File: config.mk
export PLATFORM = sky130hd
export DESIGN_NAME = gon_sequencer
export DESIGN_NICKNAME = d
export VERILOG_FILES = /design/src/rtl/gon_seq_pkg.sv /design/src/rtl/gon_id_shifter.sv /design/src/rtl/gon_sequencer.sv
export SDC_FILE = /design/constraint.sdc
export NUM_CORES = 1
export LEC_CHECK = 0
export CORE_UTILIZATION = 45
export DETAILED_ROUTE_END_ITERATION = 16
export PLACE_DENSITY = 0.72
export SLEW_MARGIN = 0
export SYNTH_ARGS = -nofsm -noshare
export SYNTH_HDL_FRONTEND = slang
export SYNTH_SLANG_ARGS = --single-unit
File: constraint.sdc
create_clock -name clk -period 2.7 [get_ports clk]
set_input_delay 0.27 -clock clk [delete_from_list [all_inputs] [get_ports clk]]
set_output_delay 0.27 -clock clk [all_outputs]
set_load 0.03 [all_outputs]
File: src/rtl/gon_seq_pkg.sv
// Shared types and defaults for the GON gather-path sequencer.
// Fallback values for the global array-geometry defines, used only when no project header set them.
`ifndef XID_BITS
`define XID_BITS 4
`endif
`ifndef YID_BITS
`define YID_BITS 3
`endif
`ifndef NUMS_PE_ROW
`define NUMS_PE_ROW 2
`endif
`ifndef NUMS_PE_COL
`define NUMS_PE_COL 2
`endif

package gon_seq_pkg;

   typedef enum logic [1:0] {
      GS_IDLE  = 2'd0,
      GS_CFG   = 2'd1,
      GS_DRAIN = 2'd2,
      GS_DONE  = 2'd3
   } gs_state_t;

   localparam int BEAT_W_DEFAULT = 16;

endpackage

File: src/rtl/gon_id_shifter.sv
// One ID scan-chain feeder: stream ready, shift counter, registered set/scan_in toward the GON.
module gon_id_shifter
   import gon_seq_pkg::*;
#(
   parameter int W   = 4,
   parameter int LEN = 4
) (
   input  logic         clk,
   input  logic         rst,
   input  logic         clear,
   input  logic         enable,
   input  logic         valid,
   input  logic [W-1:0] data,
   output logic         ready,
   output logic         done_next,
   output logic         set,
   output logic [W-1:0] scan_in
);

   localparam int CW = $clog2(LEN + 1);
   localparam logic [CW-1:0] LEN_C  = CW'(LEN);
   localparam logic [CW-1:0] LAST_C = CW'(LEN - 1);

   logic [CW-1:0] cnt;
   logic          accept;

   assign ready  = enable && (cnt < LEN_C);
   assign accept = valid && ready;
   // Look ahead so the controller can leave CFG on the edge that takes the final ID.
   assign done_next = (cnt == LEN_C) || (accept && (cnt == LAST_C));

   always_ff @(posedge clk) begin
      if (rst) begin
         cnt     <= '0;
         set     <= 1'b0;
         scan_in <= '0;
      end else begin
         set <= accept;
         if (accept) begin
            scan_in <= data;
            cnt     <= cnt + CW'(1);
         end
         if (clear) begin
            cnt <= '0;
         end
      end
   end

endmodule

File: src/rtl/gon_sequencer.sv
// GON gather-path controller: configures the X/Y ID chains, then walks tags while counting GON->GLB beats.
module gon_sequencer
   import gon_seq_pkg::*;
#(
   parameter int X_SCAN_LEN = `NUMS_PE_ROW * `NUMS_PE_COL,
   parameter int Y_SCAN_LEN = `NUMS_PE_ROW,
   parameter int BEAT_W     = BEAT_W_DEFAULT
) (
   input  logic                 clk,
   input  logic                 rst,
   input  logic                 cfg_start,
   input  logic                 xid_valid,
   output logic                 xid_ready,
   input  logic [`XID_BITS-1:0] xid_data,
   input  logic                 yid_valid,
   output logic                 yid_ready,
   input  logic [`YID_BITS-1:0] yid_data,
   output logic                 set_XID,
   output logic [`XID_BITS-1:0] XID_scan_in,
   output logic                 set_YID,
   output logic [`YID_BITS-1:0] YID_scan_in,
   input  logic                 drain_start,
   input  logic [`XID_BITS:0]   num_x,
   input  logic [`YID_BITS:0]   num_y,
   input  logic [BEAT_W-1:0]    beats,
   output logic [`XID_BITS-1:0] tag_X,
   output logic [`YID_BITS-1:0] tag_Y,
   input  logic                 GON_valid,
   input  logic                 GON_ready,
   output logic                 busy,
   output logic                 cfg_done,
   output logic                 drain_done
);

   localparam int XB = `XID_BITS;
   localparam int YB = `YID_BITS;

   gs_state_t         state;
   logic [XB:0]       num_x_r;
   logic [YB:0]       num_y_r;
   logic [BEAT_W-1:0] beats_r;
   logic [BEAT_W-1:0] beat_cnt;

   logic cfg_clear;
   logic cfg_en;
   logic x_done_next;
   logic y_done_next;
   logic beat;
   logic zero_extent;
   logic last_beat;
   logic last_x;
   logic last_y;

   assign cfg_clear   = (state == GS_IDLE) && cfg_start;
   assign cfg_en      = (state == GS_CFG);
   assign beat        = GON_valid && GON_ready;
   assign zero_extent = (num_x_r == '0) || (num_y_r == '0) || (beats_r == '0);
   // Full-width compares so num_x == 2^XID_BITS still terminates the inner loop.
   assign last_beat   = (beat_cnt == beats_r - BEAT_W'(1));
   assign last_x      = ({1'b0, tag_X} == num_x_r - (XB+1)'(1));
   assign last_y      = ({1'b0, tag_Y} == num_y_r - (YB+1)'(1));

   gon_id_shifter #(.W(XB), .LEN(X_SCAN_LEN)) u_x_shifter (
      .clk       (clk),
      .rst       (rst),
      .clear     (cfg_clear),
      .enable    (cfg_en),
      .valid     (xid_valid),
      .data      (xid_data),
      .ready     (xid_ready),
      .done_next (x_done_next),
      .set       (set_XID),
      .scan_in   (XID_scan_in)
   );

   gon_id_shifter #(.W(YB), .LEN(Y_SCAN_LEN)) u_y_shifter (
      .clk       (clk),
      .rst       (rst),
      .clear     (cfg_clear),
      .enable    (cfg_en),
      .valid     (yid_valid),
      .data      (yid_data),
      .ready     (yid_ready),
      .done_next (y_done_next),
      .set       (set_YID),
      .scan_in   (YID_scan_in)
   );

   // Phase control; busy and the done pulses are registered alongside the state they decode.
   always_ff @(posedge clk) begin
      if (rst) begin
         state      <= GS_IDLE;
         busy       <= 1'b0;
         cfg_done   <= 1'b0;
         drain_done <= 1'b0;
         tag_X      <= '0;
         tag_Y      <= '0;
         beat_cnt   <= '0;
         num_x_r    <= '0;
         num_y_r    <= '0;
         beats_r    <= '0;
      end else begin
         cfg_done   <= 1'b0;
         drain_done <= 1'b0;
         case (state)
            GS_IDLE: begin
               if (cfg_start) begin
                  state <= GS_CFG;
                  busy  <= 1'b1;
               end else if (drain_start) begin
                  state    <= GS_DRAIN;
                  busy     <= 1'b1;
                  num_x_r  <= num_x;
                  num_y_r  <= num_y;
                  beats_r  <= beats;
                  tag_X    <= '0;
                  tag_Y    <= '0;
                  beat_cnt <= '0;
               end
            end
            GS_CFG: begin
               if (x_done_next && y_done_next) begin
                  state    <= GS_DONE;
                  busy     <= 1'b0;
                  cfg_done <= 1'b1;
               end
            end
            GS_DRAIN: begin
               if (zero_extent) begin
                  state      <= GS_DONE;
                  busy       <= 1'b0;
                  drain_done <= 1'b1;
               end else if (beat) begin
                  if (last_beat) begin
                     beat_cnt <= '0;
                     if (last_x && last_y) begin
                        state      <= GS_DONE;
                        busy       <= 1'b0;
                        drain_done <= 1'b1;
                     end else if (last_x) begin
                        tag_X <= '0;
                        tag_Y <= tag_Y + YB'(1);
                     end else begin
                        tag_X <= tag_X + XB'(1);
                     end
                  end else begin
                     beat_cnt <= beat_cnt + BEAT_W'(1);
                  end
               end
            end
            GS_DONE: begin
               state <= GS_IDLE;
            end
            default: begin
               state <= GS_IDLE;
               busy  <= 1'b0;
            end
         endcase
      end
   end

endmodule

==> impl_metrics.tcl <==
set metrics [dict create \
    status "complete, no violations" \
    synthArstFlopShare_pct 0 \
    drv_slew 0 \
    cts_root_buf "clkbuf_8" \
    p_leak_nw 1.92 \
    synth_top_area_share_pct 33.8 \
    syn2layout_area_growth_pct 27.4 \
    cp_max_fo 16 \
    path_clk_slew_ns 0.08 \
    worst_pin_slew_ns 0.696 \
    drive_above_1_share_pct 16.1 \
    nFillCells 758 \
    critPathSlowestCell "or4_4" \
    routedWlPerCell_microns 15.1 \
    syn-num-nets 526 \
    core_region_area_sq_um 8380 \
    nets 599 \
    avgSynthCellArea_sq_um 8.46 \
    synth_cells 469 \
    cp_cell_sequence "or4_4 -> o41ai_4 -> o211ai_1 -> nor4_4 -> a31oi_1 -> a21oi_2 -> buf_12 -> nor3_1" \
    pre_cts_ws_ns 0.0164 \
    portBuffers 60 \
    clk_path_buf_depth 2 \
    grt_max_degree 61 \
    ff2ff_path_depth 8 \
    num_io_pins 61 \
    vias 3646 \
    min_path_cells 3 \
    crit_type "flip-flop to flip-flop" \
    die_area_sq_um 9200 \
    grt-ovfl-total 0 \
    synth_edf_count 0 \
    whs_ns 0.345 \
    dr.pass1.iters 5 \
    synth_top_area_cell "dfxtp_1" \
    min_period_over_period_pct 98.5 \
    skew_ns 0.00748 \
    fmax_mhz 376 \
    die_h_microns 95.9 \
    yosys_warnings 0 \
    critPathLaunchType "flip-flop" \
    grt_pass1_vias 3439 \
    finalCriticalPeriod_ns 2.66 \
    ir_drop_mv 0.462 \
    hold_buffers 0 \
    h-tree-depth 3 \
    crit_arrival_ns 2.86 \
    synth-seq-area-share_pct 33.8 \
    drc 0 \
    hold_class "primary input to flip-flop" \
    tritoncts "built" \
    setup_viol 0 \
    grtUsageTotal_pct 22.8 \
    ys.flop_type "dfxtp_1" \
    max-slew-margin-rel_pct 53.6 \
    cts_made_buffers 9 \
    ys_ff_latch 67 \
    hpwlAfterDp_mm 7.09 \
    clock-sinks 67 \
    multi_input_area_sq_um 2500 \
    rsz0062_at_grt "true" \
    regArea_sq_um 1350 \
    num_rows 33 \
    required_ns 2.91 \
    place.gp.congestion 0.905 \
    drt_iter0_drc 146 \
    hold_viol_final 0 \
    routed_wl_mm 9.85 \
    netlist_area_sq_um 3970 \
    end_kind "flip-flop" \
    viasPerCell 5.59 \
    die-width_microns 95.9 \
    antenna_found_initial 0 \
    yosys-top-cells-area "dfxtp_1 34%, nand2_1 6.4%, xor2_1 5.7%" \
    synth_cell_type_count 67 \
    grt_pass1_wl_mm 16.1 \
    initial_utilization_pct 47.4 \
    drv_cap 0 \
    slowest_delay_ns 0.57 \
    antennaDiodeCount 0 \
    powerDensity_nw_per_um2 692 \
    final.setup.worst_slack_ns 0.0416 \
    clock_latency_ns 0.35 \
    detail-route-antenna-nets 0 \
]
[kinds of logic (layout without fill, tap and decap cells)]
logic type / Yosys count / after routing / share of synthesized area, %
AND/OR/NAND/NOR: 198 / 198 / 28.6
AO/OA/AOI/OAI: 88 / 88 / 15.3
flip-flops: 67 / 67 / 33.8
buffers and inverters: 46 / 124 / 4.85
XOR/XNOR: 44 / 44 / 9.71
adder cells (fa/ha/maj): 17 / 17 / 5.36
multiplexers: 9 / 9 / 2.40
[per-stage QoR]
step	util, %	power (W)	setup TNS [ns]	cells	area (sq um)
after global placement	56.8	0.00257	0	632	4760
after floorplan	-	0.00215	0	469	3970
final	60.3	0.00350	0	652	5060
after CTS	59.2	0.00345	0	648	4960
after detailed placement	56.8	0.00260	0	632	4760
after global routing	60.3	0.00371	-1.04	652	5060
[metal layers]
metal | global-route usage [%] | share of wire [%] | wire length, microns | up-vias
li1 | - | - | - | 1811
met1 | 29.2 | 45 | 4440 | 1725
met2 | 36.5 | 47 | 4650 | 95
met3 | 5.53 | 6.1 | 597 | 15
met4 | 9.45 | 1.7 | 169 | 0
met5 | 0 | 0 | 0 | -
[critical path, delay by kind of cell (launching register included)]
family                 cells  cell delay (ns)
and+or+nand+nor            3             1.08
buffers and inverters      1             0.18
AOI/OAI and AO/OA          4             0.88
DFF                        1             0.36
[repair_timing]
| item | in CTS | in global routing |
|---|---|---|
| cloned | 0 | 0 |
| resized for setup | 2 | 14 |
| setup buffers | 0 | 4 |
| pin swaps | 0 | 10 |
| endpoints found under the setup margin | 2 | 25 |
[layout by cell type (no fill, tap or decap), types with 3 or more instances in the layout]
cell	instances
or4_1	3
clkinv_2	3
and2_1	3
or4_4	3
or3_1	3
dfxtp_1	64
nor3_1	15
a211oi_1	3
buf_4	25
and3_1	5
clkdlybuf4s50_1	59
xor2_1	26
nand2_1	67
nor2_1	19
o21ai_0	7
nor3_2	11
o2111ai_1	3
clkbuf_8	10
nor2b_1	3
a21oi_1	39
inv_1	22
mux2i_1	8
nor3b_1	3
nand3_1	22
dfxtp_2	3
ha_1	17
nand4_1	13
a211o_1	3
nand2b_1	3
xnor2_1	17
[synthesized netlist by cell type, types with 8 or more instances]
cell and count:
nand4_1 13, nor3_1 16, nand2_1 68, xnor2_1 18, clkbuf_1 12, dfxtp_1 67
nor2_1 19, ha_1 17, mux2i_1 8, nor3_2 10, xor2_1 26, a21oi_1 40
nand3_1 22, inv_1 22
[cell type report]
class                           count  area share [%]
Timing Repair Buffer               86            15.9
Inverter                           22            1.63
Clock buffer                       11            2.80
Multi-Input combinational cell    356            49.5
Clock inverter                      5            1.04
Tap cell                          105            2.60
Sequential cell                    67            26.6
[path summary, 6_finish.rpt]
kind / start / end / slack (ns)
setup reg to reg: beats_r[8] / beat_cnt[15] / 0.04
hold / removal: rst / tag_X[1] / 0.34
setup / recovery: beats_r[8] / beat_cnt[15] / 0.04
hold reg to reg: busy / busy / 0.46
[power breakdown]
group	internal (W)	switching [W]	leakage (nW)	total (W)
combinational	0.000656	0.000815	1.28	0.00147
sequential	0.00108	0.000104	0.545	0.00119
clock	0.000447	0.000394	0.0991	0.000841
[state kept, by name, indices dropped and copies added, names as in the netlist, 3 cells and up]
name,flops
beats_r,16
tag_Y,3
beat_cnt,16
u_x_shifter.scan_in,4
num_y_r,4
u_x_shifter.cnt,3
u_y_shifter.scan_in,3
num_x_r,5
tag_X,4
Note: power is estimated with default switching activity, not from simulation.
